==> src/rtl/ram_arb_2to1.sv <==
// Two-master round-robin arbiter in front of one single-port RAM slave.
// A small read-ID FIFO steers in-order read responses back to their issuer.
module ram_arb_2to1 #(
  parameter int dat_width = 32,
  parameter int adr_width = 32,
  parameter int rd_depth  = 4
) (
  input  logic                   clk_i,
  input  logic                   rst_i,

  input  logic                   m0_req_i,
  input  logic                   m0_we_i,
  input  logic [adr_width-1:0]   m0_addr_bi,
  input  logic [dat_width/8-1:0] m0_be_bi,
  input  logic [dat_width-1:0]   m0_wdata_bi,
  output logic                   m0_ack_o,
  output logic                   m0_resp_o,
  output logic [dat_width-1:0]   m0_rdata_bo,

  input  logic                   m1_req_i,
  input  logic                   m1_we_i,
  input  logic [adr_width-1:0]   m1_addr_bi,
  input  logic [dat_width/8-1:0] m1_be_bi,
  input  logic [dat_width-1:0]   m1_wdata_bi,
  output logic                   m1_ack_o,
  output logic                   m1_resp_o,
  output logic [dat_width-1:0]   m1_rdata_bo,

  output logic                   s_req_o,
  output logic                   s_we_o,
  output logic [adr_width-1:0]   s_addr_bo,
  output logic [dat_width/8-1:0] s_be_bo,
  output logic [dat_width-1:0]   s_wdata_bo,
  input  logic                   s_ack_i,
  input  logic                   s_resp_i,
  input  logic [dat_width-1:0]   s_rdata_bi,

  output logic                   err_o
);

  localparam int bw = dat_width / 8;
  localparam int pw = $clog2(rd_depth);
  localparam int cw = pw + 1;
  localparam logic [cw-1:0] full_c = cw'(rd_depth);

  logic                last;
  logic                lock;
  logic                lock_id;
  logic                err;
  logic [rd_depth-1:0] ids;
  logic [pw-1:0]       wp;
  logic [pw-1:0]       rp;
  logic [cw-1:0]       cnt;

  logic                any_req;
  logic                gnt;
  logic                g_req;
  logic                g_we;
  logic                blk;
  logic                acc;
  logic                push;
  logic                pop;
  logic                head;

  assign any_req = m0_req_i | m1_req_i;

  always_comb begin
    gnt = 1'b0;
    if (lock)
      gnt = lock_id;
    else if (m0_req_i && m1_req_i)
      gnt = ~last;
    else if (m1_req_i)
      gnt = 1'b1;
  end

  assign g_req = gnt ? m1_req_i : m0_req_i;
  assign g_we  = gnt ? m1_we_i  : m0_we_i;

  // A full ID FIFO stalls reads only; a same-cycle pop does not free a slot.
  assign blk = g_req & ~g_we & (cnt == full_c);

  always_comb begin
    s_req_o    = g_req & ~blk;
    s_we_o     = 1'b0;
    s_addr_bo  = '0;
    s_be_bo    = '0;
    s_wdata_bo = '0;
    if (any_req) begin
      s_we_o     = g_we;
      s_addr_bo  = gnt ? m1_addr_bi  : m0_addr_bi;
      s_be_bo    = gnt ? m1_be_bi    : m0_be_bi;
      s_wdata_bo = gnt ? m1_wdata_bi : m0_wdata_bi;
    end
  end

  assign acc  = s_req_o & s_ack_i;
  assign push = acc & ~g_we;
  assign pop  = s_resp_i & (cnt != '0);
  assign head = ids[rp];

  assign m0_ack_o    = acc & ~gnt;
  assign m1_ack_o    = acc & gnt;
  assign m0_resp_o   = pop & ~head;
  assign m1_resp_o   = pop & head;
  assign m0_rdata_bo = s_rdata_bi;
  assign m1_rdata_bo = s_rdata_bi;
  assign err_o       = err;

  always_ff @(posedge clk_i or negedge rst_i) begin
    if (!rst_i) begin
      last    <= 1'b1;
      lock    <= 1'b0;
      lock_id <= 1'b0;
    end else if (acc) begin
      last <= gnt;
      lock <= 1'b0;
    end else if (s_req_o) begin
      lock    <= 1'b1;
      lock_id <= gnt;
    end
  end

  always_ff @(posedge clk_i or negedge rst_i) begin
    if (!rst_i) begin
      ids <= '0;
      wp  <= '0;
      rp  <= '0;
      cnt <= '0;
    end else begin
      if (push) begin
        ids[wp] <= gnt;
        wp      <= wp + pw'(1);
      end
      if (pop)
        rp <= rp + pw'(1);
      if (push && !pop)
        cnt <= cnt + cw'(1);
      else if (pop && !push)
        cnt <= cnt - cw'(1);
    end
  end

  // Response with nothing outstanding is a protocol violation; keep it sticky.
  always_ff @(posedge clk_i or negedge rst_i) begin
    if (!rst_i)
      err <= 1'b0;
    else if (s_resp_i && cnt == '0)
      err <= 1'b1;
  end

  logic unused_bw;
  assign unused_bw = (bw == 0);

endmodule

==> config.mk <==
export PLATFORM = sky130hd
export DESIGN_NAME = ram_arb_2to1
export DESIGN_NICKNAME = d
export VERILOG_FILES = /design/src/rtl/ram_arb_2to1.sv
export SDC_FILE = /design/constraint.sdc
export NUM_CORES = 1
export LEC_CHECK = 0
export BUFFER_PORTS_ARGS = -buffer_cell sky130_fd_sc_hd__clkbuf_2
export CAP_MARGIN = 20
export CORE_AREA = 5 5 120 122
export CTS_BUF_LIST = sky130_fd_sc_hd__clkbuf_8
export DETAILED_ROUTE_END_ITERATION = 7
export DIE_AREA = 0 0 125 127
export PLACE_DENSITY_LB_ADDON = 0.08
export SKIP_LAST_GASP = 1
export SLEW_MARGIN = 20
export SYNTH_ARGS = -nofsm -noshare
export SYNTH_HDL_FRONTEND = slang
export SYNTH_SLANG_ARGS = --single-unit
==> constraint.sdc <==
create_clock -name clk_i -period 2.89 [get_ports clk_i]
set_input_delay 0.289 -clock clk_i [delete_from_list [all_inputs] [get_ports clk_i]]
set_output_delay 0.289 -clock clk_i [all_outputs]
set_load 0.005 [all_outputs]
After elaboration in Yosys (flattened, before gate mapping):

Index checks and enable logic that the tools add are counted.

* output and inout bits: 139
* bits in registers: 15

* equal/unequal tests: 1
* bitwise logic cells: 17
* magnitude comparators: 3
* mux-type cells: 21
* $add $sub $neg: 4
* reductions and logical operators: 12

Operator list (number)
* two-way mux 32 bit: 4
* bitwise AND 1 bit: 10
* two-way mux 1 bit: 10
* two-way mux 4 bit: 2
* < comparator 2 x 3 -> 1 bit (second input constant): 2
* two-way mux 3 bit: 2
* NOT 1 bit: 6
* logical AND 1 bit: 5
* adder 2 x 1 -> 2 bit (second input constant): 2
* bitwise mux 4 bit: 1
* nonzero test 2 bit: 2
* adder 3 x 1 -> 3 bit (second input constant): 1
* == test 3 bit (second input constant): 1
* zero test 3 bit: 1
* nonzero test 3 bit: 1
* subtractor 3 x 1 -> 3 bit (second input constant): 1
* binary-select mux 1 bit (select 2 bit): 1
* demux 1 bit (select 2 bit): 1
* >= comparator 2 x 1 -> 1 bit (second input constant): 1
* zero test 1 bit: 2
* AND reduction 2 bit: 1
* OR 1 bit: 1

Longest topological paths before layout:

Gate-level depths: netlist (run 1).

* depth after elaboration: 15
* mapped depth: 11
* gate-level depth less buffers: 9

Worst setup path before layout (run 1):

No wires, ideal clock.

* path kind: reg2reg
* from: register last
* to: register cnt[2]
* cell stages (with the launch flop): 12
* path slack: 0.353 ns
* period minus slack after synthesis: 2.537 ns
* arrival: 2.458 ns
* cells stage by stage: dfstp_2 > nand2_1 > a22o_1 > buf_4 > a2111oi_4 > buf_6 > ha_1 > inv_1 > fa_1 > xor2_1 > nor2_1 > xor2_1

* cells in the longest elaborated chain, start to end: 14

RTL lines
* start, declared: line 46 `logic last;`
* start signal, assigned: line 116 `last <= gnt;`
* NOT 1 bit *: line 72 `gnt = ~last;`
* two-way mux 1 bit *: line 71 `else if (m0_req_i && m1_req_i)`
* two-way mux 1 bit *: line 69 `if (lock)`
* two-way mux 1 bit: line 78 `assign g_we = gnt ? m1_we_i : m0_we_i;`
* NOT 1 bit: line 81, 98
* bitwise AND 1 bit (2 in a row): line 81 `assign blk = g_req & ~g_we & (cnt == full_c);`
* NOT 1 bit: line 84 `s_req_o = g_req & ~blk;`
* bitwise AND 1 bit: line 84
* bitwise AND 1 bit: line 97 `assign acc = s_req_o & s_ack_i;`
* bitwise AND 1 bit *: line 98 `assign push = acc & ~g_we;`
* net push: line 61 `logic push;`
* zero test 1 bit: line 139 `else if (pop && !push)`
* logical AND 1 bit: line 139
* nonzero test 2 bit (no line)
* end signal, assigned: line 138 `cnt <= cnt + cw'(1);`
* end signal, assigned: line 140 `cnt <= cnt - cw'(1);`
* end, declared: line 53 `logic [cw-1:0] cnt;`

The timed path passes the listed nets; every way through them passes the cells marked *.
A chain may end at the register's enable or synchronous reset.

Final worst setup path (run 1):

* from: register lock
* to: output s_req_o

* cells in the longest elaborated chain, start to end: 7

RTL lines
* start, declared: line 47 `logic lock;`
* start signal, assigned: line 113 `lock <= 1'b0;`
* start signal, assigned: line 117 `lock <= 1'b0;`
* start signal, assigned: line 119 `lock <= 1'b1;`
* two-way mux 1 bit *: line 69
* two-way mux 1 bit: line 78
* NOT 1 bit: line 81
* bitwise AND 1 bit (2 in a row): line 81
* NOT 1 bit: line 84
* bitwise AND 1 bit *: line 84
* end, declared: line 29 `output logic s_req_o,`

Mark *: on every way between the ends. The rest lies on a longest branch, timed or not.

==> flow_summary.toml, run 1 <==
[outcome]
outcome = "completed"

[placed_design]
postPlaceCellArea_mm2 = 0.003075
dp_hpwl_um = 9597
portBuffers = 218
dp_cells = 682
gp_congestion = 0.8173

[power_and_ir_drop]
power_frac_seq_pct = 17.6
p_sw_mw = 1.223
clkPwrFrac_pct = 7.2
irDropWorstVdd_uv = 320.1
leakagePower_nw = 1.755
p_int_mw = 1.182
pwr-share-comb_pct = 75.3
switching_share_pct = 50.86
power_density_mw_per_mm2 = 767.2
total_power_mw = 2.405

[setup_path]
critPathArrivalTime_ns = 2.21
cp-end-kind = "primary output"
reg2reg_slack_ns = 0.46
worstPathRequired_ns = 2.60
r2r_end = "cnt[2]$_DFFE_PN0P_"
worstSetupStartpointType = "flip-flop"
critPathKind = "flip-flop to primary output"
reg2reg_depth = 9
path_max_fanout = 72
worstReg2RegStart = "last$_DFFE_PN1N_"

[sta]
grt_setup_unrepaired = "no"
tightest_slew_ns = 0.5417
period_share_pct = 86.63
relSlewSlack_pct = 63.89
fin_crit_ns = 2.504
setup-tns-final_ns = 0
fmax_mhz = 399.4
fin_skew_ns = 0.004286
slew_viol_final = 0
report.final.setup_viol = 0
hold_viol = 0
hold_slack_ns = 0.2625

[die]
rows = 42
core_area_mm2 = 0.01309
ios = 315
start_util_pct = 17.41
die_h_um = 127
die_area_mm2 = 0.01588
die_width_um = 125

[final_layout]
diodes = 0
layout.cell_area.non_filler_mm2 = 0.003134
fillers = 1557
regArea_um2 = 376.6
area_growth_pct = 37.56
drive_gt1_share_pct = 45.99
stdcell_count = 687
multi_input_area_mm2 = 0.001315
fin_nets = 694

[synth]
yosysMostFrequentCell = "nand2_1"
synth-seq-cells = 15
syn_nets = 552
yosysWarningCount = 0
synthTopCellsByCount = "138 x nand2_1, 75 x a21oi_1, 65 x buf_4"
async_flop_share_pct = 100.0
syn-mean-instance-area_um2 = 6.158
synth_ff_type = "dfrtp_1"
seq_area_frac_synth_pct = 16.53
synth_area_leader_cell = "nand2_1"
ys_types = 33
synth_edf_count = 0
syn_area_mm2 = 0.002278
synthCells = 370
synth_area_leaders = "nand2_1 23%, buf_4 21%, a21oi_1 16%"
synth_top_cell_area_share_pct = 22.73

[global_routing]
met1_usage_pct = 16.53
antenna_found_initial = 0
use_met2_pct = 23.09
busiest_layer = "met2"
grt_pass1_vias = 2952
gr-total-overflow = 0
grt_pass1_wl_um = 17400
grt_usage_pct = 13.38
use_met3_pct = 4.633
grt_max_degree = 74

[drt]
drc_errors = 0
wl_per_cell_um = 16.87
via_count = 2823
dr.pass1.iters = 4
drt_iter0_drc = 140
via_per_inst = 4.109
drt-total-wl_um = 11590
antenna_left = 0

[worst_hold_path]
whs_endpoint = "err_o$_DFFE_PN0P_"
worstHoldStart = "s_resp_i"
holdPathStages = 2
min_path_type = "primary input to flip-flop"

[clock_tree]
htreeDepth = 1
cts_buffer_depth = 2
cts.sinks = 15
insertion_delay_ns = 0.25
numCtsBuffers = 3
cts_root_buf = "clkbuf_8"
clk_pin_slew_ns = 0.07
cts_tree = "built"

[job]
cap_violations = 0
==> flip-flops by register name (all words and copies together) (netlist names) <==
register	count
ids	4
last	1
cnt	3
err_o	1
lock	1
wp	2
lock_id	1
rp	2
==> placed cells by master, fill, tap and decap left out, types with 3 or more instances in the layout <==
cell,synthesis,final
clkbuf_2,0,218
nand2_1,138,138
a21oi_1,75,75
dfrtp_1,14,14
inv_1,6,7
nor2_1,7,6
ha_1,5,5
o21ai_0,4,4
a31oi_1,4,4
xnor2_1,3,3
xor2_1,3,3
clkbuf_8,0,3
buf_4,65,3
==> metal layers <==
metal / share of wire [%] / routed length, µm
met3: 10 / 1159
met1: 40 / 4634
met5: 0 / 0
met2: 49 / 5705
met4: 0.80 / 93
==> worst max path at each step <==
stage / start / end / cells after the start
final: lock$_DFFE_PN0P_ / s_req_o / 6
after global routing: lock$_DFFE_PN0P_ / s_req_o / 6
after CTS: lock$_DFFE_PN0P_ / s_req_o / 6
after detailed placement: lock$_DFFE_PN0P_ / lock_id$_DFFE_PN0P_ / 6
after global placement: m1_req_i / lock_id$_DFFE_PN0P_ / 7
after floorplan: last$_DFFE_PN1N_ / cnt[2]$_DFFE_PN0P_ / 11
==> cell families (layout without fill, tap and decap cells) <==
group	count (synthesis)	after routing	share of synthesized area, %
multiplexers	4	4	2.471
adder cells (fa/ha/maj)	6	6	3.624
AO/OA/AOI/OAI	91	91	22.08
buffers and inverters	93	234	26.36
flip-flops	15	15	16.53
AND/OR/NAND/NOR	155	155	26.63
XOR/XNOR	6	6	2.307
==> per-stage QoR <==
step	utilization, %	setup slack, ns
2_1_floorplan	-	0.3528
3_3_place_gp	23.50	0.4062
3_5_place_dp	23.50	0.3256
4_1_cts	23.92	0.1053
5_1_grt	23.95	0.1480
6_report	23.95	0.3863
==> area by class of cell <==
class	count	area share (%)
clock inverters	1	0.1198
repair buffers	224	36.85
well taps	176	7.026
clock buffers	3	1.317
multi-input cells	262	41.96
flip-flops and latches	15	12.02
inverters	6	0.7186
==> power groups by stage <==
| stage | clock network, mW | logic, mW | registers, mW |
|---|---|---|---|
| floorplan | 0 | 1.15 | 0.399 |
| global placement | 0 | 1.85 | 0.428 |
| detailed placement | 0 | 1.85 | 0.430 |
| CTS | 0.176 | 1.87 | 0.426 |
| global route | 0.187 | 2.04 | 0.443 |
| finish | 0.172 | 1.81 | 0.422 |
==> critical path, cell delays in order (launching register included) <==
cell	delay, ns
dfrtp_1	0.45
nor2b_1	0.25
a22o_2	0.22
buf_6	0.42
a21oi_1	0.21
a21oi_1	0.24
clkbuf_2	0.17
==> timing repair <==
item                       4_1_cts  5_1_grt
hold buffers                     1        0
hold endpoints to repair        14        0
setup endpoints to repair        0        1
buffers inserted                 0        0
resized for setup                0        1
Note: power is estimated with default switching activity, not from simulation.
==> run 2: changes to the inputs <==
--- a/config.mk
+++ b/config.mk
@@ -5,6 +5,7 @@
 export SDC_FILE = /design/constraint.sdc
 export NUM_CORES = 1
 export LEC_CHECK = 0
+export ABC_AREA = 1
 export BUFFER_PORTS_ARGS = -buffer_cell sky130_fd_sc_hd__clkbuf_2
 export CAP_MARGIN = 20
 export CORE_AREA = 5 5 120 122
==> flow_summary.toml, run 2 <==
[setup_path]
critPathKind = "flip-flop to primary output"
critPathArrivalTime_ns = 2.08
path_max_fanout = 28
worstSetupStartpointType = "flip-flop"
worstPathRequired_ns = 2.60
cp-end-kind = "primary output"

[clock_tree]
cts.sinks = 15
postCtsSetupRepairBufs = 0
numCtsBuffers = 3
clk_pin_slew_ns = 0.08
cts_root_buf = "clkbuf_8"
insertion_delay_ns = 0.26
cts_resized = 0
htreeDepth = 1
cts_tree = "built"
cts_buffer_depth = 2
holdBufCountCts = 1

[synth]
synthTopCellsByCount = "158 x nand2_1, 71 x a21oi_1, 68 x buf_4"
synthCells = 403
synth_area_leaders = "nand2_1 25%, buf_4 22%, a21oi_1 15%"
syn_area_mm2 = 0.002366
ys_types = 27
synth-seq-cells = 15
yosysMostFrequentCell = "nand2_1"
synth_edf_count = 0
seq_area_frac_synth_pct = 15.92
synth_ff_type = "dfrtp_1"
syn-mean-instance-area_um2 = 5.871
syn_nets = 585
synth_top_cell_area_share_pct = 25.07
yosysWarningCount = 0
async_flop_share_pct = 100.0
synth_area_leader_cell = "nand2_1"

[sta]
tightest_slew_ns = 0.4935
period_share_pct = 82.13
worst_slack_ns = 0.5164
relSlewSlack_pct = 67.10
fin_crit_ns = 2.374
report.final.setup_viol = 0
grt_setup_unrepaired = "no"
fin_skew_ns = 0.006264
fmax_mhz = 421.3
slew_viol_final = 0
setup-tns-final_ns = 0
hold_viol = 0

[placed_design]
portBuffers = 218
dp_slack_ns = 0.5743
gp_congestion = 0.8344
dp_hpwl_um = 9474

[drt]
antenna_left = 0
drt-total-wl_um = 11320
via_per_inst = 4.093
drc_errors = 0
dr.pass1.iters = 4
via_count = 2955
wl_per_cell_um = 15.68
drt_iter0_drc = 114

[final_layout]
final_util_pct = 24.61
final_common_cell = "clkbuf_2"
area_growth_pct = 36.12
fillers = 1511
drive_gt1_share_pct = 43.77
diodes = 0
fin_nets = 729
largest_reg_flops = 4
reg_top3 = "ids x4, cnt x3"
final_cell_mix = "218 x clkbuf_2, 158 x nand2_1, 71 x a21oi_1"
largest-register = "ids"

[die]
die_area_mm2 = 0.01588
rows = 42
start_util_pct = 18.08
ios = 315
die_h_um = 127
core_area_mm2 = 0.01309
die_width_um = 125

[power_and_ir_drop]
total_power_mw = 2.389
power_density_mw_per_mm2 = 741.9
irDropWorstVdd_uv = 318.7
leakagePower_nw = 1.891

[worst_hold_path]
min_path_type = "primary input to flip-flop"

[global_routing]
grt_usage_pct = 12.73
grt_pass1_wl_um = 16550
grt_max_degree = 49
grt_pass1_vias = 2833
antenna_found_initial = 0
gr-total-overflow = 0

[outcome]
outcome = "completed"

[job]
cap_violations = 0
run 2: changes by cell type after synthesis, sizes merged, moves of 3 or more:
cell	change
buf	+12
clkbuf	-13
a21oi	-4
nand3	+6
mux2	-3
nand4	+4
o21bai	+4
inv	+22
a31oi	-4
nor2	+5
nand2	+22
run 2: through the flow:
stage               instances  hold slack, ns  cell area, µm²
finish                    722          0.3333            3221
global route              722          0.3362            3221
CTS                       722          0.3343            3221
detailed placement        717          0.2486            3162
global placement          717          0.2479            3162
floorplan                 403       -0.006591            2366
run 2: layout make-up:
type	instances	area, µm²	area share, %
Clock inverter	1	7.507	0.2331
Sequential cell	15	376.6	11.69
Tap cell	176	220.2	6.838
Inverter	28	105.1	3.263
Multi-Input combinational cell	274	1299	40.33
Clock buffer	3	41.29	1.282
Timing Repair Buffer	225	1171	36.36
run 2: logic make-up (layout without fill, tap and decap cells):
group                      Yosys count  count (layout)  synth area share (%)
DFF                                 15              15                 15.92
adders and majority gates            6               6                 3.490
buffers and inverters              114             257                 29.51
and+or+nand+nor                    183             183                 31.20
xor gates and xnor gates             5               5                 1.851
AOI/OAI and AO/OA                   80              80                 18.03
run 2: worst paths after layout:
path                                      end  slack [ns]              from  depth (start not counted)
setup / recovery                s_addr_bo[12]        0.52  last$_DFFE_PN1N_                          9
hold / removal              err_o$_DFFE_PN0P_        0.33          s_resp_i                          2
setup reg to reg           cnt[2]$_DFFE_PN0P_        0.60  last$_DFFE_PN1N_                         12
hold reg to reg              last$_DFFE_PN1N_        0.47  last$_DFFE_PN1N_                          2
max in group asynchronous    last$_DFFE_PN1N_        2.07             rst_i                          2
min in group asynchronous   err_o$_DFFE_PN0P_        0.49             rst_i                          2
run 2: layer usage:
layer	wire (µm)	track usage, %
met2	5517	21.80
met1	4538	15.70
met5	0	0
met3	1102	4.341
met4	164	2.423
run 2: power breakdown:
group	switching (mW)	internal (mW)	leakage, nW	total (mW)
Sequential	0.0837	0.320	0.175	0.403
Clock	0.0891	0.0971	0.0217	0.186
Combinational	1.08	0.716	1.69	1.80
run 2: worst max-delay path, stage by stage, from the launching register on:
cell and delay [ns]:
dfstp_2 0.53, nand2_1 0.06, nand3_2 0.08, nand2_2 0.06
buf_4 0.23, inv_2 0.12, buf_4 0.26, nand2_1 0.08
a21oi_1 0.23, clkbuf_2 0.17
